--- src/rtl/hazard_unit.sv ---
// Stall/flush controller for the five-stage core, with a parameterised data-memory freeze and a stall counter.
// Build option: define HAZARD_FWD_EN when the core has EX/MEM forwarding (RAW stalls then come only from load-use).
module hazard_unit #(
  parameter int REGADDR   = 5,
  parameter int MEMWAIT   = 2,
  parameter int STALLCNTW = 16
) (
  input  logic                 clk,
  input  logic                 clr,
  input  logic [REGADDR-1:0]   id_rs,
  input  logic [REGADDR-1:0]   id_rt,
  input  logic                 id_uses_rs,
  input  logic                 id_uses_rt,
  input  logic [REGADDR-1:0]   ex_rd,
  input  logic                 ex_regwrite,
  input  logic                 ex_memread,
  input  logic [REGADDR-1:0]   mem_rd,
  input  logic                 mem_regwrite,
  input  logic                 mem_access,
  input  logic                 branch_taken,
  output logic                 pc_en,
  output logic                 ifid_en,
  output logic                 ifid_flush,
  output logic                 idex_bubble,
  output logic                 pipe_en,
  output logic [STALLCNTW-1:0] stall_count
);

  localparam int WCW = (MEMWAIT > 0) ? $clog2(MEMWAIT + 1) : 1;

  typedef enum logic [1:0] {RUN, MWAIT, MDONE} state_t;

  state_t         state;
  logic [WCW-1:0] wcnt;

  logic ex_hit, mem_hit, load_use, raw, freeze;

  // Register 0 is hardwired, so it never creates a dependency.
  always_comb begin
    ex_hit  = (id_uses_rs && id_rs != '0 && id_rs == ex_rd) ||
              (id_uses_rt && id_rt != '0 && id_rt == ex_rd);
    mem_hit = (id_uses_rs && id_rs != '0 && id_rs == mem_rd) ||
              (id_uses_rt && id_rt != '0 && id_rt == mem_rd);
    load_use = ex_memread && ex_regwrite && ex_hit;
  end

`ifdef HAZARD_FWD_EN
  logic unused_mem;
  assign unused_mem = mem_hit ^ mem_regwrite;
  assign raw = load_use;
`else
  assign raw = load_use || (ex_regwrite && ex_hit) || (mem_regwrite && mem_hit);
`endif

  // The triggering RUN cycle is already frozen; MDONE lets the held MEM instruction complete.
  assign freeze = (MEMWAIT > 0) && !clr &&
                  ((state == RUN && mem_access) || state == MWAIT);

  always_comb begin
    pc_en       = 1'b1;
    ifid_en     = 1'b1;
    ifid_flush  = 1'b0;
    idex_bubble = 1'b0;
    pipe_en     = 1'b1;
    if (clr) begin
      pc_en = 1'b1;
    end else if (freeze) begin
      pc_en   = 1'b0;
      ifid_en = 1'b0;
      pipe_en = 1'b0;
    end else if (branch_taken) begin
      ifid_flush  = 1'b1;
      idex_bubble = 1'b1;
    end else if (raw) begin
      pc_en       = 1'b0;
      ifid_en     = 1'b0;
      idex_bubble = 1'b1;
    end
  end

  always_ff @(posedge clk) begin
    if (clr) begin
      state       <= RUN;
      wcnt        <= '0;
      stall_count <= '0;
    end else begin
      if (!pc_en && stall_count != '1)
        stall_count <= stall_count + 1'b1;
      case (state)
        RUN: begin
          if (mem_access && MEMWAIT > 0) begin
            wcnt  <= WCW'(MEMWAIT - 1);
            state <= (MEMWAIT == 1) ? MDONE : MWAIT;
          end
        end
        MWAIT: begin
          wcnt <= wcnt - 1'b1;
          if (wcnt == WCW'(1))
            state <= MDONE;
        end
        MDONE:   state <= RUN;
        default: state <= RUN;
      endcase
    end
  end

endmodule

--- config.mk ---
export PLATFORM = sky130hd
export DESIGN_NAME = hazard_unit
export DESIGN_NICKNAME = d
export VERILOG_FILES = /design/src/rtl/hazard_unit.sv
export SDC_FILE = /design/constraint.sdc
export NUM_CORES = 1
export LEC_CHECK = 0
export ABC_AREA = 1
export BUFFER_PORTS_ARGS = -buffer_cell sky130_fd_sc_hd__buf_4
export CAP_MARGIN = 30
export CORE_UTILIZATION = 35
export CTS_CLUSTER_SIZE = 30
export DETAILED_ROUTE_END_ITERATION = 12
export GPL_TIMING_DRIVEN = 0
export HOLD_SLACK_MARGIN = 0.15
export SYNTH_ARGS = -nofsm -noshare
export SYNTH_HDL_FRONTEND = slang
export SYNTH_SLANG_ARGS = --single-unit
--- constraint.sdc ---
create_clock -name clk -period 2.16 [get_ports clk]
set_clock_uncertainty 0.1 [all_clocks]
set_input_delay 0.108 -clock clk [delete_from_list [all_inputs] [get_ports clk]]
set_output_delay 0.108 -clock clk [all_outputs]
set_load 0.005 [all_outputs]
; ---- Yosys cells after proc, flatten, opt, wreduce, memory -nomap -nowiden
; Index checks and enable logic that the tools add are counted.
; W data, S select, Z words.
[totals]
latch_bits = 0
elab_cells = 57
mem_bits_ro = 0
ram_bits = 0
out_inout_bits = 21
regBits = 20
mem_count = 0
inputBits = 29
[classes]
mul = 0
n_eq_ne = 9
bitwise_logic = 0
div = 0
add_sub_neg = 2
muxes = 17
n_lt_le_gt_ge = 0
n_shift = 0
reduce_logical = 26
[ops]
columns = op, count
row1 = $eq A5 B5 Y1, 4
row2 = $add A16 B1 Y16 const B, 1
row3 = $ne A16 B16 Y1 const B, 1
row4 = $logic_and A1 B1 Y1, 13
row5 = $mux W1, 13
row6 = $reduce_bool A5 Y1, 2
row7 = $pmux W2 S2, 2
row8 = $logic_or A1 B1 Y1, 5
row9 = $eq A2 B1 Y1 const B, 2
row10 = $mux W2, 2
row11 = $reduce_and A2 Y1, 2
row12 = $logic_not A1 Y1, 2
row13 = $logic_not A2 Y1, 1
row14 = $ne A2 B1 Y1 const B, 1
row15 = $ne A2 B2 Y1 const B, 1
row16 = $reduce_bool A2 Y1, 1
row17 = $sub A2 B1 Y2 const B, 1

; ---- Logic depth before layout (Yosys ltp)
; Gate-level depths: netlist (run 1).
[logic_depth]
ltp_word = 13
mapped_depth = 15
depth_no_buf = 15

; ---- Worst setup path after synthesis (run 1)
; No wires, ideal clock.
[synth_timing]
path_type = reg2reg
startpoint = register stall_count[0]
endpoint = register stall_count[10]
setup_ns = 0.143
period_less_slack_ns = 1.883
t_required_ns = 1.917
stages_incl_launch_ff = 10
path_buffers = 1
slack_ns = 0.277
arrival_ns = 1.640
path_cell_list = dfxtp_1 > ha_1 > nand3_2 > nor2_2 > nand2_2 > nor4_4 > nand3_4 > buf_2 > nand3_1 > a21oi_2
[synth_via]
elab_chain_cells = 2
elab_cells_between_ends = 3
cone_classes = add/sub: 1 / eq/ne: 1 / reduce/logical: 1
[synth_lines]
columns = item, line_no
row1 = start: declaration, 26  ; output logic [STALLCNTW-1:0] stall_count
row2 = start signal: assignment, 88  ; stall_count <= stall_count + 1'b1;
row3 = "parallel branches: the longest is 2 deep, another holds $add A16 B1 Y16", --
; Parallel ways; which one is timed is not known.
; A chain may end at the register's enable or synchronous reset.

; ---- Worst setup path in the final report (run 1)
[layout_timing]
startpoint = register stall_count[0]
endpoint = register stall_count[11]
; The elaborated chain is that of the path after synthesis.

==> results of run 1 <==
==> power by group through the flow <==
stage	clock network, mW	logic [mW]	registers, mW
after global routing	0.398	0.249	0.393
final	0.383	0.220	0.392
after global placement	0	0.207	0.398
after detailed placement	0	0.208	0.398
after CTS	0.388	0.212	0.389
after floorplan	0	0.117	0.396
==> cells by family (layout without fill, tap and decap cells) <==
logic type / count (synthesis) / count (layout)
buffers and inverters: 32 / 88
xor gates and xnor gates: 31 / 31
AOI/OAI and AO/OA: 20 / 20
and+or+nand+nor: 118 / 118
adders and majority gates: 2 / 2
DFF: 20 / 20
==> registers in the layout, indices dropped and copies added (netlist names) <==
register     count
stall_count     16
state            2
wcnt             2
==> how the worst max path moves through the flow <==
stage | to | slack (ps) | cells after the start
after floorplan | stall_count[10] | 280 | 9
after global placement | stall_count[7] | 20 | 9
after detailed placement | stall_count[10] | 30 | 9
after CTS | stall_count[11] | 20 | 9
after global routing | stall_count[8] | -10 | 10
final | stall_count[11] | 120 | 9
==> layout make-up <==
type                            count  area, um2
Buffer                              6       42.5
Clock inverter                      1       30.0
Sequential cell                    20        405
Inverter                           25       93.8
Fill cell                         423       1990
Multi-Input combinational cell    171       1010
Timing Repair Buffer               53        403
Tap cell                           50       62.6
Clock buffer                        3       41.3
==> worst reg2reg max path, delay by kind of cell (launching register included) <==
family | cells | cell delay (ps)
simple gates | 6 | 950
flops | 1 | 400
buf+inv | 1 | 210
fa+ha+maj | 1 | 170
compound gates | 1 | 60
==> repair_timing <==
action	CTS	global route
endpoints found under the setup margin	1	14
endpoints found under the hold margin	6	0
gates resized for setup	1	10
pin swaps	0	3
hold buffers	2	0
buffers inserted	0	4
==> per-layer routing <==
layer  GRT usage, %  routed length, um
met5              0                  0
met3           4.00                172
met2           28.7               1660
met4           3.13                 23
met1           23.1               1810
==> synthesized netlist by cell type, drive strengths merged, types with 3 or more instances <==
cell type	instances	area (um2)
nand3	26	148
nor3	5	30.0
nand2	55	219
nor2	25	96.4
a21oi	16	118
dfxtp	20	400
nand4	3	18.8
xnor2	10	87.6
xor2	21	184
buf	5	33.8
inv	25	93.8
==> cells in the final DEF, fill, tap and decap left out, drive strengths merged, types with 2 or more instances in the layout <==
master,Yosys,routed
ha,2,2
nand2,55,55
nand4,3,3
nand3,26,26
nor3,5,5
nand3b,2,2
dlygate4sd3,0,2
clkbuf,2,4
xnor2,10,10
nor2,25,25
dfxtp,20,20
o21ai,2,2
nor4,2,2
a21oi,16,16
xor2,21,21
inv,25,25
buf,5,56
==> flow_summary_export.csv, run 1 <==
group,metric,value,unit
status,outcome,"completed",
detailed_routing,vias,1532,
logic_synthesis,synth_top_family_by_area,"simple AND/OR/NAND/NOR gates",
logic_synthesis,ys_ff_latch,20,
setup_path,slowest_delay,400,ps
floorplan,core,0.00409,mm2
place,place.gp.congestion,0.817,
worst_hold_path,hp-class,"input port to register",
cells_and_area,final_cell_area,0.00209,mm2
logic_synthesis,synth_edf_count,0,
place,postPlaceCellArea,0.00194,mm2
sta,worst_pin_slew,743,ps
grt,grt_pass1_wl,6.17,mm
setup_path,startpoint,"stall_count[0]",
detailed_routing,totalWireLength,3.66,mm
setup_path,cp_max_fo,10,
clocking,insertion_delay,270,ps
cells_and_area,syn_to_final_growth,37.0,%
logic_synthesis,netlist_area,0.00153,mm2
setup_path,required,2180,ps
place,dp_hpwl,2.82,mm
setup_path,path_cells,"ha_4 -> nand3_2 -> nor2_4 -> nand2_2 -> nor4_4 -> nand3_4 -> buf_4 -> nand3_1 -> a21oi_2",
setup_path,crit_buf_inv,1,
logic_synthesis,yosys_warnings,0,
detailed_routing,drtIter0Drc,94,
setup_path,arrival,2050,ps
grt,grt_use_total,17.4,%
setup_path,crit-reg2reg-capture,"stall_count[11]",
job,drv_cap,0,
sta,relSlewSlack,50.5,%
cells_and_area,nets,311,
place,io_buffers,47,
detailed_routing,drc,0,
floorplan,io_pins,50,
logic_synthesis,synthCells,223,
setup_path,cp_top_family,"simple AND/OR/NAND/NOR gates",
worst_hold_path,min_to,"stall_count[6]",
sta,finalSetupViolations,0,
grt,antenna_found_initial,0,
logic_synthesis,yosys.area_share.adder,1.64,%
setup_path,ff2ff_setup_slack,120,ps
clocking,clk_pin_slew,90,ps
clocking,cts.sinks,20,
logic_synthesis,synth_cell_types,28,
floorplan,dieArea,0.00463,mm2
setup_path,crit_slowest_cell,"dfxtp_4",
grt,grt_pass1_vias,1410,
power_and_ir_drop,power,0.995,mW
sta,worst_slack,124,ps
setup_path,ff2ff_path_depth,9,
grt,overflow,0,
logic_synthesis,synth_compound_area_share,9.18,%
power_and_ir_drop,p_seq_share,39.4,%
logic_synthesis,synth_xor_xnor_area_share,17.8,%
place,placed_cells,320,
cells_and_area,instances_no_fill,329,
grt,grt_start_max_net_pins,13,
logic_synthesis,synth_seq_area_share,26.2,%
logic_synthesis,synth_nets,254,
power_and_ir_drop,pwr-share-comb,22.1,%
sta,tns,0,ps
sta,period_share,94.2,%
sta,holdWs,260,ps
power_and_ir_drop,leakage,0.898,nW
sta,fin_crit,2040,ps
worst_hold_path,hp-start,"branch_taken",
power_and_ir_drop,power_density,476,mW/mm2
floorplan,dieHeight,68.0,um
logic_synthesis,synthMuxAreaShare,0,%
power_and_ir_drop,p_switching,0.255,mW
sta,fmax,491,MHz
setup_path,rr_startpoint,"stall_count[0]",
setup_path,crit_path_start_kind,"register",
floorplan,initial_core_util,37.4,%
cells_and_area,fin_util,51.2,%
power_and_ir_drop,ir_worst_vdd,0.382,mV
detailed_routing,drtPass1Iterations,4,
clocking,cts.root.buffer_cell,"clkbuf_8",
clocking,htreeDepth,1,
clocking,cts_buffer_depth,2,
power_and_ir_drop,sw_frac_of_total,25.7,%
detailed_routing,wl_per_cell,11.1,um
setup_path,crit_type,"register to register",
place,preCtsSetupSlack,33.3,ps
power_and_ir_drop,power_frac_clock,38.5,%
logic_synthesis,yosys.area_share.simple,36.3,%
sta,maxSlewViolCount,0,
setup_path,worst_setup_path_end_kind,"register",
clocking,numCtsBuffers,3,
logic_synthesis,avgSynthCellArea,6.85,um2
power_and_ir_drop,p_int,0.740,mW
sta,finalHoldViolCount,0,
logic_synthesis,synth_ff_type,"dfxtp_1",
cells_and_area,drive_above_1_share,29.0,%
worst_hold_path,whs_path_depth,6,
floorplan,num_rows,23,
detailed_routing,via_per_inst,4.66,
floorplan,die_w,68.0,um
clocking,cts_tree,"yes",
logic_synthesis,synth-async-reset-ratio,0,%
detailed_routing,ant_nets,0,
cells_and_area,num_antenna_cells,0,
Note: power is estimated with default switching activity, not from simulation.
==> inputs of run 2 (changes only) <==
PLACE_DENSITY = 0.66   (was default)
==> flow_summary_export.csv, run 2 (synthesized netlist as in run 1, its figures left out) <==
group,metric,value,unit
clocking,cts.sinks,20,
power_and_ir_drop,power,0.896,mW
detailed_routing,ant_nets,0,
sta,fin_crit,2040,ps
detailed_routing,via_per_inst,4.83,
job,drv_cap,0,
clocking,htreeDepth,1,
place,preCtsSetupSlack,47.9,ps
status,outcome,"completed",
sta,finalSetupViolations,0,
floorplan,io_pins,50,
cells_and_area,final_cell_mix,"53 x buf_4, 52 x nand2_1, 25 x inv_1",
setup_path,arrival,2130,ps
sta,finalHoldViolCount,0,
clocking,clk_pin_slew,80,ps
floorplan,dieHeight,68.0,um
cells_and_area,drive_above_1_share,28.9,%
sta,fmax,491,MHz
detailed_routing,totalWireLength,3.65,mm
place,postPlaceCellArea,0.00194,mm2
detailed_routing,drtPass1Iterations,4,
cells_and_area,ff_latch_area,405,um2
setup_path,required,2250,ps
sta,worst_slack,124,ps
sta,relSlewSlack,50.5,%
power_and_ir_drop,power_density,431,mW/mm2
worst_hold_path,hp-class,"input port to register",
floorplan,core,0.00409,mm2
cells_and_area,final_common_cell,"buf_4",
setup_path,crit_path_start_kind,"register",
floorplan,initial_core_util,37.4,%
cells_and_area,biggestRegsByFlops,"stall_count: 16 flops, state: 2 flops, wcnt: 2 flops",
cells_and_area,multi_input_area,0.00101,mm2
floorplan,dieArea,0.00463,mm2
cells_and_area,syn_to_final_growth,36.2,%
clocking,numCtsBuffers,3,
cells_and_area,regMostFlops,"stall_count",
setup_path,cp_max_fo,10,
grt,grt_pass1_wl,5.63,mm
sta,tns,0,ps
clocking,cts.root.buffer_cell,"clkbuf_8",
grt,grt_start_max_net_pins,12,
grt,grt_pass1_vias,1330,
grt,grt_use_total,15.9,%
place,io_buffers,47,
setup_path,worst_setup_path_end_kind,"register",
place,place.gp.congestion,0.814,
floorplan,num_rows,23,
setup_path,crit_type,"register to register",
detailed_routing,drtIter0Drc,87,
floorplan,die_w,68.0,um
detailed_routing,drc,0,
cells_and_area,nets,312,
cells_and_area,largest_reg_flops,16,
cells_and_area,final_cell_area,0.00208,mm2
detailed_routing,wl_per_cell,11.1,um
sta,period_share,94.2,%
cells_and_area,fillers,435,
cells_and_area,num_antenna_cells,0,
sta,worst_pin_slew,742,ps
power_and_ir_drop,leakage,0.893,nW
clocking,cts_tree,"yes",
clocking,insertion_delay,260,ps
sta,maxSlewViolCount,0,
power_and_ir_drop,ir_worst_vdd,0.249,mV
place,dp_hpwl,2.81,mm
clocking,cts_buffer_depth,2,
detailed_routing,vias,1593,
grt,overflow,0,
grt,antenna_found_initial,0,
run 2: cell types whose count changed in the layout (fill, tap and decap cells not counted):
cell,change
buf_4,-1
clkbuf_1,+1
bufinv_16,-1
clkbuf_4,+1
clkbuf_8,+1
run 2: worst paths after layout:
check | slack, ps | startpoint | endpoint | cells past startpoint
setup / recovery | 120 | stall_count[0] | stall_count[11] | 10
hold / removal | 260 | branch_taken | stall_count[3] | 6
setup reg to reg | 120 | stall_count[0] | stall_count[11] | 10
hold reg to reg | 380 | wcnt[1] | wcnt[1] | 2
run 2: power breakdown:
group	internal [mW]	switching [mW]
Clock	0.162	0.127
Sequential	0.380	0.0119
Combinational	0.107	0.107
run 2: metrics by stage:
step	hold slack [ps]	utilization (%)	cells
floorplan	177	-	223
global placement	307	47.5	320
detailed placement	317	47.5	320
CTS	295	49.4	326
global route	296	50.9	330
finish	262	50.9	330
run 2: cell type report:
| type | count | area share (%) |
|---|---|---|
| buffer | 7 | 2.23 |
| clock buffer | 4 | 2.65 |
| inverter | 25 | 4.51 |
| multi-input combinational | 171 | 48.7 |
| sequential | 20 | 19.5 |
| tap | 50 | 3.01 |
| timing repair buffer | 53 | 19.4 |
run 2: critical path, stage by stage, from the launching register on:
cell and delay [ps]:
dfxtp_4 400, ha_4 170, nand3_2 110, nor2_4 120, nand2_2 110, nor4_4 340, nand3_4 150, nand2_4 140
buf_6 150, nand2_1 70, a21oi_2 110
run 2: repair_timing:
item | in CTS | in global routing
buffers inserted | 0 | 4
endpoints found under the hold margin | 5 | 0
resized for setup | 0 | 10
hold buffers | 2 | 0
endpoints found under the setup margin | 0 | 13
run 2: metal layers:
layer | up-vias | wire, um | GRT usage (%)
met5 | - | 0 | 0
met4 | 0 | 57 | 6.25
met3 | 6 | 138 | 2.17
met2 | 39 | 1740 | 26.0
met1 | 725 | 1720 | 20.8
li1 | 823 | - | -
